<file path="config.mk">
export PLATFORM = sky130hd
export DESIGN_NAME = pipe_inst_issuer
export DESIGN_NICKNAME = d
export VERILOG_FILES = /design/src/rtl/pipe_inst_issuer.sv
export SDC_FILE = /design/constraint.sdc
export NUM_CORES = 1
export LEC_CHECK = 0
export ABC_AREA = 1
export CAP_MARGIN = 30
export CORE_MARGIN = 5
export CORE_UTILIZATION = 60
export DETAILED_ROUTE_END_ITERATION = 10
export DONT_BUFFER_PORTS = 1
export HOLD_SLACK_MARGIN = 0.08
export PLACE_DENSITY = 0.76
export SYNTH_ARGS = -nofsm -noshare
export SYNTH_HDL_FRONTEND = slang
export SYNTH_SLANG_ARGS = --single-unit
export TNS_END_PERCENT = 10
</file>
<file path="constraint.sdc">
create_clock -name clk -period 3.5 [get_ports clk]
set_input_delay 0.35 -clock clk [delete_from_list [all_inputs] [get_ports clk]]
set_output_delay 0.35 -clock clk [all_outputs]
set_load 0.01 [all_outputs]
</file>
<file path="src/rtl/pipe_inst_issuer.sv">
// Instruction-side driver for the ADD/SET/NAND pipeline.
// Holds a small host-loaded program and replays it once or in a loop over the
// inst/inst_valid/inst_ready handshake, with optional pseudo-random EX/WB stalls.
module pipe_inst_issuer #(
  parameter int          DEPTH     = 8,
  parameter int          CNTW      = 16,
  parameter logic [7:0]  LFSR_SEED = 8'hA5
) (
  input  logic            clk,
  input  logic            rst,
  input  logic [7:0]      ld_inst,
  input  logic            ld_valid,
  output logic            ld_ready,
  input  logic            ld_clear,
  input  logic            start,
  input  logic            loop_en,
  input  logic            abort,
  input  logic            stall_en,
  output logic [7:0]      inst,
  output logic            inst_valid,
  input  logic            inst_ready,
  output logic            stallex,
  output logic            stallwb,
  output logic            busy,
  output logic            done,
  output logic [CNTW-1:0] issued_cnt
);

  localparam int AW = $clog2(DEPTH);
  localparam int FW = AW + 1;

  typedef enum logic {IDLE, ISSUE} state_t;

  state_t          state_q, state_d;
  logic [FW-1:0]   fill_q, fill_d;
  logic [AW-1:0]   rd_ptr_q, rd_ptr_d;
  logic [7:0]      buf_q [DEPTH];
  logic [7:0]      lfsr_q, lfsr_d;
  logic            abort_pend_q, abort_pend_d;
  logic [7:0]      inst_q, inst_d;
  logic            inst_valid_q, inst_valid_d;
  logic            done_q, done_d;
  logic            stallex_q, stallex_d;
  logic            stallwb_q, stallwb_d;
  logic [CNTW-1:0] cnt_q, cnt_d;
  logic            ld_fire, hs, last;

  assign ld_ready = (state_q == IDLE) && (fill_q < FW'(DEPTH));
  assign ld_fire  = ld_valid && ld_ready;
  assign hs       = inst_valid_q && inst_ready;
  assign last     = ({1'b0, rd_ptr_q} == (fill_q - FW'(1)));

  // Program buffer write port; only reachable in IDLE while not full.
  always_ff @(posedge clk) begin
    if (ld_fire) buf_q[fill_q[AW-1:0]] <= ld_inst;
  end

  // Next-state, buffer pointers, issue register and stall generation.
  always_comb begin
    state_d      = state_q;
    fill_d       = fill_q;
    rd_ptr_d     = rd_ptr_q;
    abort_pend_d = abort_pend_q;
    inst_d       = inst_q;
    inst_valid_d = inst_valid_q;
    done_d       = 1'b0;
    cnt_d        = cnt_q;
    lfsr_d       = lfsr_q;
    case (state_q)
      IDLE: begin
        if (ld_clear)     fill_d = '0;
        else if (ld_fire) fill_d = fill_q + FW'(1);
        if (start) begin
          if (fill_d != '0) begin
            state_d      = ISSUE;
            cnt_d        = '0;
            rd_ptr_d     = '0;
            abort_pend_d = 1'b0;
            inst_valid_d = 1'b1;
            // An empty buffer that becomes non-empty this cycle means entry 0
            // is being written right now; forward it instead of reading stale data.
            inst_d       = (fill_q == '0) ? ld_inst : buf_q[0];
          end else begin
            done_d = 1'b1;
          end
        end
      end
      ISSUE: begin
        lfsr_d = {lfsr_q[6:0], lfsr_q[7] ^ lfsr_q[5] ^ lfsr_q[4] ^ lfsr_q[3]};
        if (hs) begin
          if (cnt_q != '1) cnt_d = cnt_q + CNTW'(1);
          if (abort_pend_q || abort || (last && !loop_en)) begin
            state_d      = IDLE;
            inst_valid_d = 1'b0;
            done_d       = 1'b1;
          end else begin
            rd_ptr_d = last ? '0 : rd_ptr_q + AW'(1);
            inst_d   = buf_q[rd_ptr_d];
          end
        end else if (abort) begin
          abort_pend_d = 1'b1;
        end
      end
      default: state_d = IDLE;
    endcase
    // Stalls are computed from the next state so they are never high in IDLE.
    stallex_d = (state_d == ISSUE) && stall_en && lfsr_d[0] && lfsr_d[3];
    stallwb_d = (state_d == ISSUE) && stall_en && lfsr_d[1] && lfsr_d[5] && lfsr_d[6];
  end

  // State and output registers with synchronous reset.
  always_ff @(posedge clk) begin
    if (rst) begin
      state_q      <= IDLE;
      fill_q       <= '0;
      rd_ptr_q     <= '0;
      abort_pend_q <= 1'b0;
      lfsr_q       <= LFSR_SEED;
      inst_q       <= '0;
      inst_valid_q <= 1'b0;
      done_q       <= 1'b0;
      stallex_q    <= 1'b0;
      stallwb_q    <= 1'b0;
      cnt_q        <= '0;
    end else begin
      state_q      <= state_d;
      fill_q       <= fill_d;
      rd_ptr_q     <= rd_ptr_d;
      abort_pend_q <= abort_pend_d;
      lfsr_q       <= lfsr_d;
      inst_q       <= inst_d;
      inst_valid_q <= inst_valid_d;
      done_q       <= done_d;
      stallex_q    <= stallex_d;
      stallwb_q    <= stallwb_d;
      cnt_q        <= cnt_d;
    end
  end

  assign inst       = inst_q;
  assign inst_valid = inst_valid_q;
  assign stallex    = stallex_q;
  assign stallwb    = stallwb_q;
  assign busy       = (state_q == ISSUE);
  assign done       = done_q;
  assign issued_cnt = cnt_q;

endmodule

</file>
==> results.ini <==
[status]
status = finished, final reports clean

[global_routing]
grt-ovfl-total = 0
first_global_vias = 4125
antenna_found_initial = 1
grt_max_degree = 42
grt_first_pass_wirelength_microns = 21000
track_usage_pct = 23.6

[sta]
finalCritPeriodShare_pct = 73.7
skew_ns = 0.00873
setup_tns_ns = 0
setup-violations-final = 0
worst_pin_slew_ns = 0.997
final-max-slew-violation-count = 0
fmax_mhz = 387
rsz0062_at_grt = false
final_hold_viol_count = 0
slew_headroom_pct = 33.3
min_period_ns = 2.58

[power]
p_per_area_nw_per_um2 = 494
leakage_nw = 2.22
power_w = 0.00283
vdd_ir_drop_max_mv = 0.277

[die]
die_h_microns = 105
num_rows = 34
dieArea_sq_um = 11100
ioPinCount = 47
die_x_microns = 105
fp.coreArea_sq_um = 8760
start_util_pct = 62.2

[route]
detail-route-antenna-nets = 0
drc = 0
wl_per_cell_microns = 17.4
drt_pre_antenna_iters = 6
vias = 4213
routed_wl_microns = 12900
via_per_inst = 5.72
drt_iter0_drc = 311

[logic_synthesis]
synth_area_sq_um = 5450
synth_area_leaders = edfxtp_1 35%, dfxtp_1 17%, nand3_1 8.2%, nand2_1 8.1%, inv_1 4.3%
synth_edf_count = 64
synth_cell_types = 39
async_reset_ff_share_pct = 0
yosysMostFrequentCell = nand2_1
postSynthAreaPerCell_sq_um = 8.70
yosysTopAreaCellShare_pct = 35.3
yosysSeqAreaShare_pct = 51.8
synthFlopType = edfxtp_1
synth_common_cells = 117 x nand2_1, 89 x nand3_1, 64 x edfxtp_1
yosysTopAreaCell = edfxtp_1
syn_inst = 626
ys.warnings.count = 0
syn_nets = 648
synth_seq_cells = 109

[worst_setup_path]
path_delay_family = simple AND/OR/NAND/NOR gates
cp.arrival_ns = 2.90
path_class = register to register
cpMaxStageDelayCell = dfxtp_1
path_cells = inv_1 > ha_1 > nand2_1 > inv_1 > nor2_1 > nand2_1 > nor2_2 > nand2_4 > nand2_4 > inv_2 > nand2_1 > nand3_1 > nand3_1 > nand2_1 > inv_1
cpMostUsedCell = nand2_1
worstSetupStartpointType = register
cp-end-kind = register
path_buf_inv = 4
crit_fanout = 34
cpPeakStageDelay_ns = 0.46
required_ns = 3.81

[finish]
finalNonFillerCells = 737
drive_gt1_share_pct = 12.9
antennaDiodeCount = 0
nNetsFinal = 646
syn_to_final_growth_pct = 5.03

[placed_design]
dp.cells = 711
port_buffers = 0
gp_congestion = 0.894
dpl.hpwl_microns = 8430

[clocking]
path_clk_slew_ns = 0.09
cts_setup_buffers = 0
clk_latency_ns = 0.37
cts_buffer_depth = 2
cts.sink_count = 109
clockRootBuffer = clkbuf_8
cts-htree-levels = 3
cts_tree = yes
cts_made_buffers = 9

[run]
maxCapViolations = 0

[worst_hold_path]
hold_class = primary input to register

[repair_timing]
item	4_1_cts	5_1_grt
hold buffers	9	0
hold endpoints to repair	82	0
resized for setup	0	0
[final cells by class]
type	count	area (sq um)
clock buffer	10	128
clock inverter	6	30.0
fill	741	3040
inverter	70	265
multi-input combinational	420	2210
sequential	109	2820
tap	108	135
timing repair buffer	14	128
[sequential cells by signal, indices dropped and copies added (netlist names)]
register	count
abort_pend_q	1
buf_q	64
busy	1
done	1
fill_q	4
inst	8
inst_valid	1
issued_cnt	16
lfsr_q	8
rd_ptr_q	3
stallex	1
stallwb	1
[final timing paths]
kind                   from        end  slack, ns  depth (start not counted)
setup / recovery  fill_q[1]    inst[5]       0.92                         15
hold / removal     stall_en    stallwb        0.1                          2
setup reg to reg  fill_q[1]    inst[5]       0.92                         15
hold reg to reg   lfsr_q[2]  lfsr_q[2]       0.47                          2
[stage by stage]
step | utilization (%) | hold WS (ns) | worst slack [ns] | cell area (sq um)
after floorplan | - | 0.430 | 1.49 | 5450
after detailed placement | 62.4 | 0.426 | 0.966 | 5470
final | 65.3 | 0.0971 | 0.919 | 5720
after global placement | 62.4 | 0.428 | 1.10 | 5470
after CTS | 65.2 | 0.0943 | 0.941 | 5710
after global routing | 65.3 | 0.101 | 0.668 | 5720
[kinds of logic (layout without fill, tap and decap cells)]
logic type,count (synthesis),after routing,synth area share [%]
multiplexers,1,1,0.184
adder cells (fa/ha/maj),5,5,1.15
buffers and inverters,97,100,7.56
XOR/XNOR,15,15,2.41
flip-flops,109,109,51.8
AO/OA/AOI/OAI,73,73,8.48
AND/OR/NAND/NOR,326,326,28.4
[power by group]
group | internal [W] | total [W] | switching [W] | leakage (nW)
Clock | 0.000251 | 0.000654 | 0.000403 | 0.0825
Combinational | 0.000205 | 0.000649 | 0.000444 | 1.19
Sequential | 0.00144 | 0.00152 | 0.0000832 | 0.947
[placed cells by master (no fill, tap or decap), types with 6 or more instances in the layout]
cell	instances
edfxtp_1	64
o2111ai_1	8
xor2_1	11
dfxtp_1	45
clkbuf_8	9
dlygate4sd3_1	9
inv_2	6
inv_1	63
a21oi_1	27
o21ai_0	19
nor2_1	63
nand2_2	12
nand3_1	89
a21oi_2	10
or2_2	16
nand2_1	117
[layer usage]
layer  routed length, microns  GRT usage [%]  vias up
met5                       13              0        -
met4                      400           9.68        2
met3                     1170           7.52       35
met2                     5960           36.5      168
met1                     5310           30.9     1944
li1                         -              -     2064
No activity file was read; power rests on OpenSTA's default activity.
